### config.mk
export PLATFORM = sky130hd
export DESIGN_NAME = imm_gen_pipe
export DESIGN_NICKNAME = d
export VERILOG_FILES = /design/src/rtl/imm_gen_pipe.sv
export SDC_FILE = /design/constraint.sdc
export NUM_CORES = 1
export LEC_CHECK = 0
export CORE_ASPECT_RATIO = 1.75
export CORE_MARGIN = 5
export CORE_UTILIZATION = 40
export CTS_CLUSTER_DIAMETER = 60
export DETAILED_ROUTE_END_ITERATION = 8
export MAX_ROUTING_LAYER = met4
export PLACE_DENSITY = 0.68
export SLEW_MARGIN = 25
export SYNTH_ARGS = -nofsm -noshare
export SYNTH_HDL_FRONTEND = slang
export SYNTH_SLANG_ARGS = --single-unit
### constraint.sdc
create_clock -name clk -period 4.4 [get_ports clk]
set_clock_uncertainty 0.15 [all_clocks]
set_input_delay 0.66 -clock clk [delete_from_list [all_inputs] [get_ports clk]]
set_output_delay 0.66 -clock clk [all_outputs]
set_load 0.1 [all_outputs]
### src/rtl/imm_gen_pipe.sv
// Decode-stage immediate generator: classifies the immediate format of each accepted
// instruction, extends it to XLEN and queues it with its sideband tag in a 2-entry FIFO.
module imm_gen_pipe #(
  parameter int XLEN  = 32,
  parameter int TAG_W = 32
) (
  input  logic             clk,
  input  logic             rst,
  input  logic             flush,
  input  logic             in_valid,
  output logic             in_ready,
  input  logic [31:0]      instr,
  input  logic [TAG_W-1:0] in_tag,
  output logic             out_valid,
  input  logic             out_ready,
  output logic [XLEN-1:0]  imm,
  output logic [2:0]       fmt,
  output logic             illegal,
  output logic [TAG_W-1:0] out_tag
);

  generate
    if (XLEN != 32 && XLEN != 64) begin : g_bad_xlen
      $error("imm_gen_pipe: XLEN must be 32 or 64");
    end
  endgenerate

  localparam bit IS64 = (XLEN == 64);

  localparam logic [2:0] FMT_NONE = 3'd0;
  localparam logic [2:0] FMT_I    = 3'd1;
  localparam logic [2:0] FMT_S    = 3'd2;
  localparam logic [2:0] FMT_B    = 3'd3;
  localparam logic [2:0] FMT_U    = 3'd4;
  localparam logic [2:0] FMT_J    = 3'd5;
  localparam logic [2:0] FMT_Z    = 3'd6;
  localparam logic [2:0] FMT_SH   = 3'd7;

  localparam logic [6:0] OP_LUI    = 7'b0110111;
  localparam logic [6:0] OP_AUIPC  = 7'b0010111;
  localparam logic [6:0] OP_JAL    = 7'b1101111;
  localparam logic [6:0] OP_JALR   = 7'b1100111;
  localparam logic [6:0] OP_LOAD   = 7'b0000011;
  localparam logic [6:0] OP_OPIMM  = 7'b0010011;
  localparam logic [6:0] OP_STORE  = 7'b0100011;
  localparam logic [6:0] OP_BRANCH = 7'b1100011;
  localparam logic [6:0] OP_SYSTEM = 7'b1110011;
  localparam logic [6:0] OP_OP     = 7'b0110011;
  localparam logic [6:0] OP_FENCE  = 7'b0001111;

  typedef struct packed {
    logic [XLEN-1:0]  imm;
    logic [2:0]       fmt;
    logic             ill;
    logic [TAG_W-1:0] tag;
  } entry_t;

  function automatic logic [XLEN-1:0] sext32(input logic signed [31:0] v);
    return XLEN'(v);
  endfunction

  function automatic logic [XLEN-1:0] zext6(input logic [5:0] v);
    return XLEN'(v);
  endfunction

  // Decode: every candidate immediate is built as a signed 32-bit value first
  logic        [6:0]  opcode;
  logic        [2:0]  funct3;
  logic signed [31:0] imm_i_w;
  logic signed [31:0] imm_s_w;
  logic signed [31:0] imm_b_w;
  logic signed [31:0] imm_u_w;
  logic signed [31:0] imm_j_w;

  assign opcode  = instr[6:0];
  assign funct3  = instr[14:12];
  assign imm_i_w = {{20{instr[31]}}, instr[31:20]};
  assign imm_s_w = {{20{instr[31]}}, instr[31:25], instr[11:7]};
  assign imm_b_w = {{19{instr[31]}}, instr[31], instr[7], instr[30:25], instr[11:8], 1'b0};
  assign imm_u_w = {instr[31:12], 12'b0};
  assign imm_j_w = {{11{instr[31]}}, instr[31], instr[19:12], instr[20], instr[30:21], 1'b0};

  entry_t dec;

  always_comb begin
    dec.imm = '0;
    dec.fmt = FMT_NONE;
    dec.ill = 1'b0;
    dec.tag = in_tag;
    case (opcode)
      OP_LUI, OP_AUIPC: begin
        dec.imm = sext32(imm_u_w);
        dec.fmt = FMT_U;
      end
      OP_JAL: begin
        dec.imm = sext32(imm_j_w);
        dec.fmt = FMT_J;
      end
      OP_JALR, OP_LOAD: begin
        dec.imm = sext32(imm_i_w);
        dec.fmt = FMT_I;
      end
      OP_OPIMM: begin
        if (funct3 == 3'b001 || funct3 == 3'b101) begin
          dec.fmt = FMT_SH;
          // RV32 has only 5 shamt bits; a set bit 25 is a reserved encoding
          if (IS64) begin
            dec.imm = zext6(instr[25:20]);
          end else begin
            dec.imm = zext6({1'b0, instr[24:20]});
            dec.ill = instr[25];
          end
        end else begin
          dec.imm = sext32(imm_i_w);
          dec.fmt = FMT_I;
        end
      end
      OP_STORE: begin
        dec.imm = sext32(imm_s_w);
        dec.fmt = FMT_S;
      end
      OP_BRANCH: begin
        dec.imm = sext32(imm_b_w);
        dec.fmt = FMT_B;
      end
      OP_SYSTEM: begin
        if (funct3[2]) begin
          dec.imm = zext6({1'b0, instr[19:15]});
          dec.fmt = FMT_Z;
        end else begin
          dec.imm = sext32(imm_i_w);
          dec.fmt = FMT_I;
        end
      end
      OP_OP, OP_FENCE: begin
        dec.ill = 1'b0;
      end
      default: begin
        dec.ill = 1'b1;
      end
    endcase
  end

  // Buffer: entry 0 is always the head and directly drives the outputs
  logic [1:0] cnt_q, cnt_d;
  entry_t     e0_q, e0_d;
  entry_t     e1_q, e1_d;
  logic       push;
  logic       pop;

  assign in_ready  = (cnt_q != 2'd2);
  assign out_valid = (cnt_q != 2'd0);
  assign push      = in_valid & in_ready & ~flush;
  assign pop       = out_valid & out_ready;

  always_comb begin
    cnt_d = cnt_q;
    e0_d  = e0_q;
    e1_d  = e1_q;
    if (flush) begin
      cnt_d = 2'd0;
    end else if (push && pop) begin
      // push implies count<2 and pop implies count>0, so count is 1 here
      e0_d = dec;
    end else if (push) begin
      if (cnt_q == 2'd0) begin
        e0_d = dec;
      end else begin
        e1_d = dec;
      end
      cnt_d = cnt_q + 2'd1;
    end else if (pop) begin
      // popping the last entry leaves entry 0 untouched so outputs hold
      if (cnt_q == 2'd2) begin
        e0_d = e1_q;
      end
      cnt_d = cnt_q - 2'd1;
    end
  end

  always_ff @(posedge clk or posedge rst) begin
    if (rst) begin
      cnt_q <= 2'd0;
      e0_q  <= '0;
      e1_q  <= '0;
    end else begin
      cnt_q <= cnt_d;
      e0_q  <= e0_d;
      e1_q  <= e1_d;
    end
  end

  assign imm     = e0_q.imm;
  assign fmt     = e0_q.fmt;
  assign illegal = e0_q.ill;
  assign out_tag = e0_q.tag;

endmodule

Yosys cells after proc, flatten, opt, wreduce, memory -nomap -nowiden

Cells that the tools add are included.

Register bits: 138
Bits of input ports: 69
Output and inout bits: 70
Word-level logic and storage cells: 61

Add/subtract/negate cells: 2
Equality and inequality tests: 17
Mux-type cells: 14
Bitwise gates (word level): 6
Reduce and logical (&&, ||, !) cells: 13

Operators with widths:

| operator              | number |
|---|---|
| $mux W68              | 5 |
| $pmux W35 S7          | 1 |
| $mux W35              | 2 |
| $eq A7 B7 Y1 const B  | 4 |
| $eq A7 B6 Y1 const B  | 3 |
| $eq A7 B5 Y1 const B  | 2 |
| $reduce_or A10 Y1     | 1 |
| $reduce_bool A3 Y1    | 3 |
| $mux W2               | 4 |
| $reduce_and A4 Y1     | 2 |
| $eq A7 B2 Y1 const B  | 1 |
| $eq A7 B4 Y1 const B  | 1 |
| $ne A2 B2 Y1 const B  | 2 |
| $reduce_or A2 Y1      | 2 |
| $and A1 B1 Y1         | 3 |
| $eq A3 B1 Y1 const B  | 1 |
| $eq A3 B3 Y1 const B  | 1 |
| $ne A3 B1 Y1 const B  | 1 |
| $not A1 Y1            | 3 |
| $add A2 B1 Y2 const B | 1 |
| $eq A2 B2 Y1 const B  | 1 |
| $logic_not A2 Y1      | 1 |
| $pmux W1 S2           | 1 |
| $reduce_and A2 Y1     | 1 |
| other kinds (5)       | 5 |

Depth between registers and ports, before layout

Depth in word-level cells: 7
Mapped depth: 8
Gate-level depth less buffers: 5

Worst setup path after synthesis

No wires, ideal clock.

Path type: reg-to-reg
From: register cnt_q[1]
To: register e0_q, in the netlist out_tag[6]
Setup time: 82 ps
Arrival time: 1,974 ps
Required time: 4,168 ps
Slack: 2,194 ps
Cell stages (with the launch flop): 9
Path buffers: 3
Clock period less this slack: 2,206 ps
Cells stage by stage: dfrtp_1 nor2b_1 inv_1 and2_1 buf_2 buf_4 buf_2 nand2_1 a31oi_1

Cells in the longest elaborated chain, start to end: 6
Elaborated cells on any way between the ends: 14
Classes of those cells: 3 x eq/ne; 2 x mux; 3 x bitwise; 6 x reduce/logical

RTL lines:

| element                                                             | line | source |
|---|---|---|
| start: declaration                                                  | 145  | `logic [1:0] cnt_q, cnt_d;` |
| start signal: assignment                                            | 187  | `cnt_q <= cnt_d;` |
| $ne A2 B2 Y1 *                                                      | 151  | `assign in_ready = (cnt_q != 2'd2);` |
| net in_ready                                                        | 11   | `output logic in_ready,` |
| $and A1 B1 Y1 * (2 in a row)                                        | 153  | `assign push = in_valid & in_ready & ~flush;` |
| $logic_and A1 B1 Y1                                                 | 162  | `end else if (push && pop) begin` |
| $ne A3 B1 Y1 (no source line) or $reduce_bool A3 Y1 (tied branches) | --   |  |
| $reduce_and A4 Y1 (no source line)                                  | --   |  |
| end signal: assignment                                              | 184  | `e0_q <= '0;` |
| end signal: assignment                                              | 188  | `e0_q <= e0_d;` |
| end: declaration                                                    | 146  | `entry_t e0_q, e0_d;` |

The timed path passes the listed nets; every way through them passes the cells marked *.
A chain may end at the register's enable or synchronous reset.

Worst setup path after layout

From: register cnt_q[0]
To: output port in_ready

Cells in the longest elaborated chain, start to end: 1

RTL lines:

| element          | line |
|---|---|
| $ne A2 B2 Y1     | 151 |
| end: declaration | 11 |

Every way passes these cells.

==> flow_summary.ini <==
[finish]
diodes = 0
area_growth_pct = 33.41
mostFrequentLayoutCells = nand2_1, dfrtp_1, clkdlybuf4s50_1, nor2_1
fin_cells = 1027
fin_nets = 897
postLayoutCoreUtil_pct = 54.51
drive_gt1_share_pct = 7.372
final_common_cell = nand2_1

[global_routing]
antenna_found_initial = 0
grt_pass1_vias = 5402
grt_pass1_wl_mm = 28.12
overflow = 0
grtUsageTotal_pct = 19.38
grt_max_degree = 104

[yosys]
postSynthCellCount = 714
async_reset_ff_share_pct = 100.0
synth.net_count = 783
synth_seq_cells = 138
seq_area_frac_synth_pct = 54.91
synth.distinct_cells = 45
synth_edf_count = 0
synth-main-ff-cell = dfrtp_1
syn-cell-area_mm2 = 0.006289
synth.avg_cell_area_um2 = 8.807
yosysWarnings = 0

[clock_tree]
tritoncts = done
path_clk_slew_ns = 0.06
cts_buffers = 17
post_cts_resized = 0
clk_latency_ns = 0.41
clockBufferDepth = 2
cts_sinks = 138
htree_num_levels = 4
postCtsSetupBuffers = 0
root_buffer = clkbuf_16
holdBufCountCts = 0

[min_path]
hp-class = flop to flop
worstHoldStart = e1_q[36]$_DFFE_PP0P_

[timing]
slew_headroom_pct = 29.78
finalHoldViolCount = 0
slew_violations = 0
final.min_clock_period_ns = 3.082
timing.fmax_mhz = 324.4
finalSetupViolCount = 0
fin_crit_sh_pct = 70.05
worst_slew_pin_slew_ns = 1.050
rsz0062_at_grt = no
finalSetupTns_ns = 0

[worst_setup_path]
cp-end-kind = primary output
crit_start = cnt_q[0]$_DFFE_PP0P_
arrival_ns = 2.27
crit_type = flop to primary output
r2r-start = cnt_q[0]$_DFFE_PP0P_
crit_chain = nor2b_1 > inv_1 > clkdlybuf4s50_1
slowest_stage = clkdlybuf4s50_1
max_stage_delay_ns = 1.16
worst_ep_required_time_ns = 3.59
critPathLaunchType = flop
crit_fanout = 9

[placement]
io_buffers = 138
place_inst = 995
dp_hpwl_mm = 12.06
place_congestion = 0.8735

[routing]
dr.pass1.iters = 5
drt_wl_total_mm = 17.32
via_count = 5408
antenna_left = 0
wire_per_inst_um = 16.87
first_iter_violations = 190
drc_errors = 0
via_per_inst = 5.266

[floorplanning]
io_pins = 139
dieArea_mm2 = 0.01843
die_y_um = 175.9
core-area_mm2 = 0.01539
die_w_um = 104.8
start_util_pct = 40.86
rows = 60

[pwr]
p_leak_nw = 3.591
powerDensity_mw_per_mm2 = 574.5
vdd_drop_max_mv = 0.2682

[outcome]
status = finished clean

[run]
cap_violations = 0
==> cell families after synthesis <==
kind of cell           count (synthesis)  share of synthesized area (%)
flip-flops                           138                          54.91
AO/OA/AOI/OAI                        170                          17.89
buffers and inverters                 61                          4.696
AND/OR/NAND/NOR                      345                          22.50
==> stage by stage <==
| stage | setup WS (ns) | power, W | hold WS [ns] | instance area (um^2) |
|---|---|---|---|---|
| global route | 1.231 | 0.005009 | 0.3392 | 8389 |
| detailed placement | 1.154 | 0.003312 | 0.3115 | 7746 |
| global placement | 1.259 | 0.003292 | 0.3059 | 7746 |
| CTS | 1.314 | 0.004864 | 0.3267 | 8384 |
| finish | 1.318 | 0.004820 | 0.3217 | 8389 |
| floorplan | 1.869 | 0.002866 | 0.2947 | 6292 |
==> metal layers <==
metal	wire [um]	share of wire (%)	GRT usage (%)	vias up
met5	0	0	-	-
met1	6619	38	20.98	2587
met4	391	2.3	7.360	0
li1	-	-	-	2651
met3	677	3.9	2.979	24
met2	9634	56	35.25	146
==> synthesized netlist by cell type, drive strengths merged (2+ instances only) <==
cell type / instances / area share (%)
a211oi: 18 / 2.9
a21o: 2 / 0.24
a21oi: 41 / 3.4
a31oi: 38 / 3.8
and2: 3 / 0.30
buf: 39 / 3.4
clkbuf: 11 / 0.66
dfrtp: 138 / 55
inv: 11 / 0.66
nand2: 224 / 13
nand3: 8 / 0.72
nand3b: 2 / 0.24
nor2: 76 / 4.5
nor2b: 8 / 0.80
nor3: 13 / 1.0
nor3b: 2 / 0.32
o211ai: 12 / 1.4
o21ai: 30 / 2.7
o22ai: 17 / 1.8
o31ai: 6 / 0.72
==> path summary, 6_finish.rpt <==
path	to	slack (ns)	cells past startpoint
setup reg to reg	imm[9]$_DFFE_PP0P_	2.04	5
max in group asynchronous	e1_q[16]$_DFFE_PP0P_	2.47	3
min in group asynchronous	cnt_q[1]$_DFFE_PP0P_	0.60	2
hold / removal	e1_q[36]$_DFFE_PP0P_	0.32	2
hold reg to reg	e1_q[36]$_DFFE_PP0P_	0.32	2
setup / recovery	in_ready	1.32	3
==> registers in the layout, indices dropped and copies added, names as in the netlist <==
register,cells
cnt_q,2
e1_q,68
fmt,3
illegal,1
imm,32
out_tag,32
==> worst max-delay path, delay by kind of cell, from the launching register on <==
kind	cells	cell delay, ns
DFF	1	0.47
and+or+nand+nor	1	0.09
buffers and inverters	2	1.30
==> power breakdown <==
group	switching [W]	internal, W	total [W]
clock network	0.000546	0.000997	0.00154
logic	0.00124	0.000414	0.00165
registers	0.000125	0.00150	0.00163
==> final cells by class <==
class	count	area, um^2
fillers	1398	7000
flip-flops and latches	138	3453
multi-input cells	515	2561
repair buffers	145	1459
clock buffers	22	474.2
well taps	186	232.7
clock inverters	10	163.9
inverters	11	45.04
Power figures use the tool's default switching activity.
